===== config.mk =====
export PLATFORM = sky130hd
export DESIGN_NAME = seg7_digit_sequencer
export DESIGN_NICKNAME = d
export VERILOG_FILES = /design/src/rtl/seg7_pkg.sv /design/src/rtl/seg7_encoder.sv /design/src/rtl/seg7_digit_sequencer.sv
export SDC_FILE = /design/constraint.sdc
export NUM_CORES = 1
export LEC_CHECK = 0
export ABC_AREA = 1
export CAP_MARGIN = 25
export CORE_ASPECT_RATIO = 0.5
export CORE_MARGIN = 4
export CORE_UTILIZATION = 50
export DETAILED_ROUTE_END_ITERATION = 10
export PLACE_DENSITY_LB_ADDON = 0.15
export SYNTH_ARGS = -nofsm -noshare
export SYNTH_HDL_FRONTEND = slang
export SYNTH_SLANG_ARGS = --single-unit

===== constraint.sdc =====
create_clock -name clk_2 -period 4.9 [get_ports clk_2]
set_clock_uncertainty 0.05 [all_clocks]
set_input_delay 1.225 -clock clk_2 [delete_from_list [all_inputs] [get_ports clk_2]]
set_output_delay 1.225 -clock clk_2 [all_outputs]
set_load 0.01 [all_outputs]

===== src/rtl/seg7_pkg.sv =====
// seg7_pkg: shared mode/state types, segment constants and hex glyph table
package seg7_pkg;
   typedef enum logic [1:0] {HEX, DEC, BLINK, BLANK} mode_e;
   typedef enum logic {IDLE, SHOW} state_e;
   localparam logic [7:0] SEG_BLANK = 8'h00;
   localparam logic [7:0] SEG_ERR   = 8'hF9;
   localparam logic [7:0] SEG_DP    = 8'h80;
   localparam logic [7:0] GLYPH [16] = '{8'h3F, 8'h06, 8'h5B, 8'h4F, 8'h66, 8'h6D, 8'h7D, 8'h07,
                                          8'h7F, 8'h6F, 8'h77, 8'h7C, 8'h39, 8'h5E, 8'h79, 8'h71};
   function automatic logic [7:0] hex_to_seg(input logic [3:0] n);
      return GLYPH[n];
   endfunction
endpackage


===== src/rtl/seg7_encoder.sv =====
// seg7_encoder: combinational nibble-to-segment pattern for the selected display mode
module seg7_encoder
   import seg7_pkg::*;
(
   input  logic [3:0] nibble,
   input  mode_e      mode,
   input  logic       blink_on,
   input  logic       is_last,
   output logic [7:0] seg
);
   logic [7:0] glyph;
   assign glyph = hex_to_seg(nibble) | (is_last ? SEG_DP : SEG_BLANK);
   always_comb
      seg = mode == HEX   ? glyph :
            mode == DEC   ? (nibble > 4'd9 ? SEG_ERR : glyph) :
            mode == BLINK ? (blink_on ? glyph : SEG_BLANK) : SEG_BLANK;
endmodule


===== src/rtl/seg7_digit_sequencer.sv =====
// seg7_digit_sequencer: shows captured nibbles one at a time on a single 7-segment display
// Outputs are registered from next-state values so SEG always tracks digit_idx on the same edge.
module seg7_digit_sequencer
   import seg7_pkg::*;
#(
   parameter int NDIGITS = 4,
   parameter int DWELL   = 8,
   parameter int IDX_W   = $clog2(NDIGITS)
) (
   input  logic                   clk_2,
   input  logic                   reset_n,
   input  logic                   load,
   input  logic [4*NDIGITS-1:0]   digits_in,
   input  logic [1:0]             mode,
   input  logic                   repeat_en,
   output logic [7:0]             SEG,
   output logic [IDX_W-1:0]       digit_idx,
   output logic                   busy,
   output logic                   done
);
   localparam int DW_W = $clog2(DWELL);
   localparam logic [IDX_W-1:0] LAST = IDX_W'(NDIGITS - 1);
   localparam logic [DW_W-1:0]  DMAX = DW_W'(DWELL - 1);
   state_e               state, state_n;
   mode_e                mode_q, mode_n;
   logic [DW_W-1:0]      dwell, dwell_n;
   logic [IDX_W-1:0]     idx_n;
   logic [4*NDIGITS-1:0] data, data_n;
   logic [7:0]           glyph;
   always_comb begin
      state_n = state;
      mode_n  = mode_q;
      dwell_n = dwell;
      idx_n   = digit_idx;
      data_n  = data;
      if (state == IDLE) begin
         if (load) begin
            state_n = SHOW;
            mode_n  = mode_e'(mode);
            dwell_n = '0;
            idx_n   = '0;
            data_n  = digits_in;
         end
      end else if (dwell != DMAX) dwell_n = dwell + 1'b1;
      else begin
         dwell_n = '0;
         idx_n   = digit_idx == LAST ? '0 : digit_idx + 1'b1;
         if (digit_idx == LAST && !repeat_en) state_n = IDLE;
      end
   end
   // encode what will be shown next cycle, so the glyph is never one digit behind
   seg7_encoder u_enc (
      .nibble   (data_n[{idx_n, 2'b00} +: 4]),
      .mode     (mode_n),
      .blink_on (dwell_n < DW_W'(DWELL / 2)),
      .is_last  (idx_n == LAST),
      .seg      (glyph)
   );
   always_ff @(posedge clk_2) begin
      if (!reset_n) begin
         state     <= IDLE;
         mode_q    <= HEX;
         dwell     <= '0;
         digit_idx <= '0;
         data      <= '0;
         SEG       <= SEG_BLANK;
         busy      <= 1'b0;
         done      <= 1'b0;
      end else begin
         state     <= state_n;
         mode_q    <= mode_n;
         dwell     <= dwell_n;
         digit_idx <= idx_n;
         data      <= data_n;
         SEG       <= state_n == SHOW ? glyph : SEG_BLANK;
         busy      <= state_n == SHOW;
         done      <= state_n == SHOW && idx_n == LAST && dwell_n == DMAX;
      end
   end
endmodule


==> flow_summary.toml, run 1 <==
[worst_setup_path]
cp-start-kind = "input pin"
cp_cell_sequence = "clkdlybuf4s50_1, inv_1, nor2_2, nand2_1, nand2_1, nand3_1, nand3_1, nand2_2, inv_1, ha_1, inv_1, nand2_1, nand2_2, nand3_4, nand3_1, nand2_1, inv_1"
cp_slowest_cell = "clkdlybuf4s50_1"
critPathBufInv = 5
required_ns = 5.04
slowest_delay_ns = 0.61
crit_family = "simple AND/OR/NAND/NOR gates"
reg2reg_depth = 19
path_class = "in2reg"
critPathMaxFanout = 13
crit_arrival_ns = 3.82
cp.depth = 17
crit_path_end_kind = "flip-flop"

[clock_tree]
insertion_delay_ns = 0.29
cts_setup_buffers = 0
cts_sinks = 33
cts_buffer_depth = 2
root_buffer = "clkbuf_8"
htree_levels = 2
holdBufCountCts = 0
cts.clk_slew.worst_paths_ns = 0.07
cts_resized = 0
numCtsBuffers = 5
cts_tree = "built"

[cells_and_area]
mostFrequentLayoutCells = "87 x nand2_1, 36 x inv_1, 33 x dfxtp_1, 33 x clkdlybuf4s50_1, 28 x nand3_1"
fin_nets = 353
fillers = 331
syn_to_final_growth_pct = 22.4
drive_gt1_share_pct = 12.1
n_antenna_cell = 0
final_util_pct = 67.6
final_common_cell = "nand2_1"
final_cells = 373

[min_path]
hold_path_class = "reg2reg"
hold_path_depth = 2

[floorplan]
die_area_mm2 = 0.00516
initial_core_util_pct = 55.2
io-pin-count = 34
placement_rows = 15
die_w_um = 97.7
coreArea_mm2 = 0.00364
die_h_um = 52.8

[logic_synthesis]
ys_types = 31
syn-mean-instance-area_um2 = 6.98
yosysTopAreaCell = "dfxtp_1"
ys_seq_area_share_pct = 32.9
yosysTopAreaCellShare_pct = 32.9
ys_ff_latch = 33
synthCells = 288
synthTopCellsByArea = "dfxtp_1 33%, nand2_1 16%, nand3_1 7.0%"
syn-num-nets = 320
synth_warnings = 0
syn-cell-area_mm2 = 0.00201

[detailed_routing]
wl_per_cell_um = 13.5
first_pass_iters = 5
drtIter0Drc = 134
drtAntennaViolNets = 0
routed_wl_um = 5040
route.detailed.drc = 0
num_vias = 1894
vias_per_cell = 5.08

[place]
numPortBuffers = 33
dp_hpwl_um = 3700
pre_cts_ws_ns = 0.976
dp.cells = 365
place_congestion = 0.882

[power_and_ir_drop]
p_comb_share_pct = 25.6
intPower_w = 0.000535
power.density_mw_per_mm2 = 307
p_seq_share_pct = 39.6
ir_drop_mv = 0.213
total_power_w = 0.000754
pwr-share-clk_pct = 34.9
p_sw_w = 0.000219
p_leak_nw = 1.20
p_sw_share_pct = 29.1

[global_route]
antenna_found_initial = 0
grt_pass1_wl_um = 7940
overflow = 0
grt_max_degree = 30
grtUsageTotal_pct = 20.2
first_global_vias = 1648

[sta]
finalSetupViolations = 0
rsz0062_at_grt = "false"
relSlewSlack_pct = 49.8
maxClockFrequency_mhz = 271
fin_crit_sh_pct = 75.3
layout_min_cycle_time_ns = 3.69
setup_tns_ns = 0
hold_viol_final = 0
worst_slack_ns = 1.21
tightest_slew_ns = 0.753
drv_slew = 0

[flow_run]
cap_violations = 0

[run_status]
run_status = "complete, no violations"
## worst register-to-register path: cells and delay by family, from the launching register on
kind            cells  cell delay (ns)
buf+inv             4             0.32
simple gates       11             1.00
flops               1             0.37
fa+ha+maj           3             0.59
compound gates      1             0.27
## kinds of logic after synthesis
kind of cell / count (synthesis) / synth area share [%]
multiplexers: 1 / 0.498
flip-flops: 33 / 32.9
adder cells (fa/ha/maj): 10 / 6.23
AO/OA/AOI/OAI: 22 / 7.22
AND/OR/NAND/NOR: 176 / 42.9
buffers and inverters: 46 / 10.3
## synthesized netlist by cell type
library cell and n:
nand2_1 87, inv_1 36, dfxtp_1 33, nand3_1 28
nor2_1 27, ha_1 10, nand2_2 7, nand2_4 7
nand3_2 7, a21oi_1 6, o21ai_1 6, o21ai_0 5
buf_6 4, inv_2 3, nand3b_1 3, nor2_2 3
clkbuf_1 2, and2_1 1, buf_4 1, mux2i_1 1
nand3_4 1, nand4_1 1, nor2_4 1, nor4_1 1
o211ai_1 1, o21a_1 1, o21bai_4 1, o22ai_1 1
o22ai_4 1, or2_0 1, or2_2 1
## metrics by stage
stage | area (um^2) | hold slack, ns
floorplan | 2010 | 0.401
global placement | 2340 | 0.413
detailed placement | 2340 | 0.414
CTS | 2460 | 0.425
global route | 2460 | 0.455
finish | 2460 | 0.426
## flip-flops by register name (all words and copies together), names as in the netlist
signal / cells
SEG: 8
data: 16
state: 1
dwell: 3
digit_idx: 2
done: 1
mode_q: 2
## layout make-up
| cell class | instances | area, um^2 | area share (%) |
|---|---|---|---|
| flip-flops and latches | 33 | 661 | 26.9 |
| multi-input cells | 209 | 1140 | 46.4 |
| clock inverters | 1 | 30.0 | 1.22 |
| clock buffers | 7 | 86.3 | 3.51 |
| inverters | 39 | 146 | 5.95 |
| well taps | 51 | 63.8 | 2.59 |
| repair buffers | 33 | 330 | 13.4 |
## power groups by stage
stage	Clock (W)	Sequential (W)	Combinational [W]
finish	0.000263	0.000298	0.000193
global route	0.000280	0.000300	0.000213
CTS	0.000268	0.000298	0.000190
detailed placement	0	0.000304	0.000187
global placement	0	0.000304	0.000184
floorplan	0	0.000308	0.000122
## final timing paths
| check | start | endpoint | slack [ns] |
|---|---|---|---|
| worst max-delay path | load | SEG[3]$_SDFF_PN0_ | 1.21 |
| worst min-delay path | data[8]$_SDFF_PN0_ | data[8]$_SDFF_PN0_ | 0.43 |
| worst max register to register | dwell[0]$_SDFF_PN0_ | SEG[3]$_SDFF_PN0_ | 2.24 |
| worst min register to register | data[8]$_SDFF_PN0_ | data[8]$_SDFF_PN0_ | 0.43 |
## per-layer routing
layer  part of all wire (%)  track usage [%]
met1                     49             27.5
met2                     43             31.7
met3                    7.4             5.58
met4                   0.83             5.52
met5                      0                0
Power figures use the tool's default switching activity.
==> inputs of run 2 (changes only) <==
- clock period: 4.9 -> 3.5 ns (I/O delays scaled with it)
==> flow_summary.toml, run 2 (synthesis results as in run 1) <==
[global_route]
grt_max_degree = 24
antenna_found_initial = 0
first_global_vias = 1722
grt_pass1_wl_um = 7970
grtUsageTotal_pct = 19.8
overflow = 0

[cells_and_area]
syn_to_final_growth_pct = 22.8
drive_gt1_share_pct = 13.2
regMostFlops = "data"
top_regs = "data: 16 flops, SEG: 8 flops, dwell: 3 flops"
fillers = 322
multi_input_comb_area_mm2 = 0.00114
final_common_cell = "nand2_1"
n_antenna_cell = 0
mostFrequentLayoutCells = "87 x nand2_1, 36 x inv_1, 33 x dfxtp_1, 33 x clkdlybuf4s50_1, 28 x nand3_1"
seqCellArea_um2 = 661
largest_register_ffs = 16
fin_nets = 358

[detailed_routing]
route.detailed.drc = 0
routed_wl_um = 4700
vias_per_cell = 4.90
drtAntennaViolNets = 0
drtIter0Drc = 111
num_vias = 1847
first_pass_iters = 4
wl_per_cell_um = 12.5

[clock_tree]
holdBufCountCts = 0
numCtsBuffers = 5
root_buffer = "clkbuf_8"
insertion_delay_ns = 0.28
cts_buffer_depth = 2
cts.clk_slew.worst_paths_ns = 0.07
htree_levels = 2
cts_tree = "built"
cts_sinks = 33
cts_setup_buffers = 0
cts_resized = 0

[sta]
worst_slack_ns = 0.383
rsz0062_at_grt = "false"
maxClockFrequency_mhz = 321
layout_min_cycle_time_ns = 3.12
drv_slew = 0
tightest_slew_ns = 0.750
hold_viol_final = 0
fin_crit_sh_pct = 89.1
relSlewSlack_pct = 49.9
finalSetupViolations = 0
setup_tns_ns = 0

[place]
numPortBuffers = 33
dp_hpwl_um = 3590
place_congestion = 0.883
pre_cts_ws_ns = 0.115

[worst_setup_path]
required_ns = 3.63
reg2reg_depth = 16
critical_path.endpoint = "SEG[1]$_SDFF_PN0_"
crit_start = "load"
slowest_delay_ns = 0.60
crit_arrival_ns = 3.25
crit_path_end_kind = "flip-flop"
critPathMaxFanout = 22
cp_slowest_cell = "clkdlybuf4s50_1"
reg2reg_to = "SEG[1]$_SDFF_PN0_"
path_class = "in2reg"
cp-start-kind = "input pin"
worst_path_most_repeated_cell = "nand2_4"
rr_startpoint = "dwell[0]$_SDFF_PN0_"
r2r_slack_ns = 0.85
cp_cell_sequence = "clkdlybuf4s50_1, nand2_4, nand2_4, nand2_4, nand2_4, inv_2, nand2_1, nand3_1, nand2_2, inv_2, ha_1, inv_1, nand2_1, nand2_2, nand3_4, nand3_1, nor2_2"

[power_and_ir_drop]
p_leak_nw = 1.21
p_comb_share_pct = 27.4
intPower_w = 0.000677
p_sw_share_pct = 30.4
p_seq_share_pct = 42.9
pwr-share-clk_pct = 29.6
power.density_mw_per_mm2 = 394
p_sw_w = 0.000296
ir_drop_mv = 0.285

[floorplan]
die_w_um = 97.7
initial_core_util_pct = 55.2
io-pin-count = 34
die_h_um = 52.8
coreArea_mm2 = 0.00364
die_area_mm2 = 0.00516
placement_rows = 15

[min_path]
hold_path_class = "reg2reg"

[run_status]
run_status = "complete, no violations"

[flow_run]
cap_violations = 0
[run 2: cell count changes in the layout (fill, tap and decap cells not counted)]
cell,change
bufinv_16,-1
buf_4,+5
[run 2: how the worst min path moves through the flow]
stage,startpoint,to,cells past startpoint
floorplan,data[8]$_SDFF_PN0_,data[8]$_SDFF_PN0_,2
global placement,data[12]$_SDFF_PN0_,data[12]$_SDFF_PN0_,2
detailed placement,data[12]$_SDFF_PN0_,data[12]$_SDFF_PN0_,2
CTS,data[12]$_SDFF_PN0_,data[12]$_SDFF_PN0_,2
global route,data[12]$_SDFF_PN0_,data[12]$_SDFF_PN0_,2
finish,data[12]$_SDFF_PN0_,data[12]$_SDFF_PN0_,2
[run 2: power by group through the flow]
| stage | Sequential, W | Combinational [W] | Clock [W] |
|---|---|---|---|
| CTS | 0.000418 | 0.000266 | 0.000293 |
| finish | 0.000418 | 0.000267 | 0.000288 |
| floorplan | 0.000432 | 0.000170 | 0 |
| global route | 0.000421 | 0.000300 | 0.000315 |
| detailed placement | 0.000426 | 0.000263 | 0 |
| global placement | 0.000425 | 0.000260 | 0 |
[run 2: area by class of cell]
type	count	area share, %
multi-input cells	209	46.3
flip-flops and latches	33	26.8
inverters	39	5.93
repair buffers	38	14.9
clock buffers	7	3.50
well taps	51	2.59
[run 2: metal layers]
layer	vias up	share of wire, %	GRT usage [%]
li1	977	-	-
met1	820	51	26.1
met2	40	41	30.3
met3	10	6.3	6.77
met4	0	1.4	6.67
met5	-	0	0
[run 2: metrics by stage]
step | cell area (um^2) | hold slack [ns] | util [%] | power, W | std cells
floorplan | 2010 | 0.401 | - | 0.000602 | 288
global placement | 2380 | 0.412 | 65.4 | 0.000686 | 370
detailed placement | 2380 | 0.423 | 65.4 | 0.000689 | 370
CTS | 2470 | 0.434 | 67.8 | 0.000977 | 377
global route | 2470 | 0.481 | 67.8 | 0.00104 | 377
finish | 2470 | 0.433 | 67.8 | 0.000972 | 377
[run 2: worst max-delay path, delay by kind of cell]
| kind | cells | cell delay [ns] |
|---|---|---|
| AND/OR/NAND/NOR | 12 | 1.29 |
| buffers and inverters | 4 | 0.84 |
| adder cells (fa/ha/maj) | 1 | 0.21 |
==> inputs of run 3 (changes only) <==
- ABC_AREA: 1 -> not set
==> flow_summary.toml, run 3 <==
[run_status]
run_status = "complete, no violations"

[cells_and_area]
fin_nets = 298
drive_gt1_share_pct = 22.5
final_util_pct = 73.8
mostFrequentLayoutCells = "33 x dfxtp_1, 33 x clkdlybuf4s50_1, 31 x nand2_1, 27 x buf_4, 15 x mux2i_1"
largest_register_ffs = 16
regMostFlops = "data"
seqCellArea_um2 = 661
n_antenna_cell = 0
syn_to_final_growth_pct = 36.2
top_regs = "data: 16 flops, SEG: 8 flops, dwell: 3 flops"
multi_input_comb_area_mm2 = 0.00125
fillers = 274

[detailed_routing]
routed_wl_um = 4840
drtIter0Drc = 52
drtAntennaViolNets = 0
route.detailed.drc = 0
wl_per_cell_um = 15.2
first_pass_iters = 4
num_vias = 1749
vias_per_cell = 5.50

[global_route]
antenna_found_initial = 0
grtUsageTotal_pct = 20.9
grt_max_degree = 24
overflow = 0
first_global_vias = 1636
grt_pass1_wl_um = 7870

[clock_tree]
holdBufCountCts = 0
cts_sinks = 33
insertion_delay_ns = 0.28
cts.clk_slew.worst_paths_ns = 0.07
htree_levels = 2
numCtsBuffers = 5
cts_tree = "built"
cts_buffer_depth = 2
root_buffer = "clkbuf_8"

[worst_setup_path]
crit_path_end_kind = "flip-flop"
path_class = "in2reg"
crit_family = "buffers and inverters"
cp_cell_sequence = "clkdlybuf4s50_1, nor2b_2, buf_6, mux2i_2, inv_1, mux4_2, inv_2, ha_1, nand2_1, o32ai_1, a311o_1, a21oi_1"
crit_arrival_ns = 3.47
reg2reg_depth = 12
reg2reg_to = "SEG[0]$_SDFF_PN0_"
required_ns = 3.62
cp_slowest_cell = "mux4_2"
critPathBufInv = 4
r2r_slack_ns = 0.44
cp-start-kind = "input pin"
critPathMaxFanout = 8
slowest_delay_ns = 0.50
rr_startpoint = "dwell[0]$_SDFF_PN0_"

[floorplan]
die_area_mm2 = 0.00501
io-pin-count = 34
initial_core_util_pct = 54.2
die_w_um = 96.2
placement_rows = 15
coreArea_mm2 = 0.00358
die_h_um = 52.1

[logic_synthesis]
syn-mean-instance-area_um2 = 9.43
synth_warnings = 0
synth-main-ff-cell = "dfxtp_1"
ys_types = 47
synth_compound_area_share_pct = 17.3
synth.area.mux_share_pct = 20.7
synth_simple_gate_area_share_pct = 16.6
syn-num-nets = 238
synthCells = 206
yosysTopAreaCell = "dfxtp_1"
yosysTopAreaCellShare_pct = 34.0
synth_top_family_by_area = "multiplexers"
syn-cell-area_mm2 = 0.00194
async_reset_ff_share_pct = 0
synthTopCellsByArea = "dfxtp_1 34%, mux2i_1 10%, ha_1 6.4%"
ys_seq_area_share_pct = 34.0
ys_ff_latch = 33
synth_fa_ha_area_share_pct = 6.44
synthXorXnorAreaFrac_pct = 0.901
synth_edf_count = 0
synth_common_cells = "33 x dfxtp_1, 31 x nand2_1, 20 x mux2i_1"
yosysMostFrequentCell = "dfxtp_1"

[sta]
relSlewSlack_pct = 56.5
drv_slew = 0
hold_viol_final = 0
maxClockFrequency_mhz = 298
fin_crit_sh_pct = 95.7
finalSetupViolations = 0
tightest_slew_ns = 0.647
layout_min_cycle_time_ns = 3.35

[power_and_ir_drop]
p_comb_share_pct = 24.9
ir_drop_mv = 0.262
power.density_mw_per_mm2 = 351
p_leak_nw = 1.11
intPower_w = 0.000663
p_seq_share_pct = 44.6
p_sw_share_pct = 28.7
p_sw_w = 0.000267
pwr-share-clk_pct = 30.4
total_power_w = 0.000929

[place]
dp_hpwl_um = 3660
place_congestion = 0.891
numPortBuffers = 33

[min_path]
min_to = "data[13]$_SDFF_PN0_"
hold_path_class = "reg2reg"
hold_path_depth = 2
min_from = "data[13]$_SDFF_PN0_"

[flow_run]
cap_violations = 0
[run 3: cells by family after synthesis]
logic type | count (synthesis)
simple gates | 64
compound gates | 45
flops | 33
mux | 32
buf+inv | 20
fa+ha+maj | 10
xor+xnor | 2
[run 3: routing by layer]
layer,vias to the layer above,routed length (um),track usage [%]
met5,-,0,0
met4,0,15,4.48
met3,2,324,6.21
met2,48,2170,31.3
met1,843,2330,29.6
li1,856,-,-
[run 3: worst max path at each step]
stage | cells after the start | endpoint | start | slack [ns]
final | 12 | SEG[0]$_SDFF_PN0_ | load | 0.15
after global routing | 12 | SEG[5]$_SDFF_PN0_ | load | -0.002
after CTS | 12 | SEG[5]$_SDFF_PN0_ | load | 0.06
after detailed placement | 12 | SEG[5]$_SDFF_PN0_ | load | -0.22
after global placement | 12 | SEG[5]$_SDFF_PN0_ | load | -0.15
after floorplan | 11 | SEG[5]$_SDFF_PN0_ | load | 0.37
[run 3: tightest hold or removal path, delay by kind of cell (launching register included)]
kind / cells / cell delay (ns)
compound gates: 1 / 0.07
flops: 1 / 0.32
simple gates: 1 / 0.05
[run 3: final cells by class]
class / instances / share of cell area (%)
Clock buffer: 5 / 2.60
Clock inverter: 3 / 0.662
Inverter: 12 / 1.70
Multi-Input combinational cell: 153 / 47.1
Sequential cell: 33 / 25.0
Tap cell: 51 / 2.41
Timing Repair Buffer: 61 / 20.6
[run 3: timing repair]
item	4_1_cts	5_1_grt
setup buffers	0	1
endpoints found under the setup margin	0	5
gates resized for setup	0	12
[run 3: stage by stage]
step	instance area (um^2)	setup TNS, ns	hold WS, ns	setup WS, ns	instances
after detailed placement	2510	-0.788	0.422	-0.218	309
after global placement	2510	-0.386	0.412	-0.149	309
after floorplan	1940	0	0.390	0.370	206
after global routing	2650	-0.00183	0.452	-0.00183	318
final	2650	0	0.430	0.150	318
after CTS	2590	0	0.433	0.0569	317
[run 3: power groups by stage]
stage               logic, W  clock network (W)  registers (W)
floorplan           0.000112                  0       0.000422
global placement    0.000214                  0       0.000421
detailed placement  0.000217                  0       0.000422
CTS                 0.000219           0.000285       0.000414
global route        0.000253           0.000307       0.000417
finish              0.000232           0.000283       0.000415
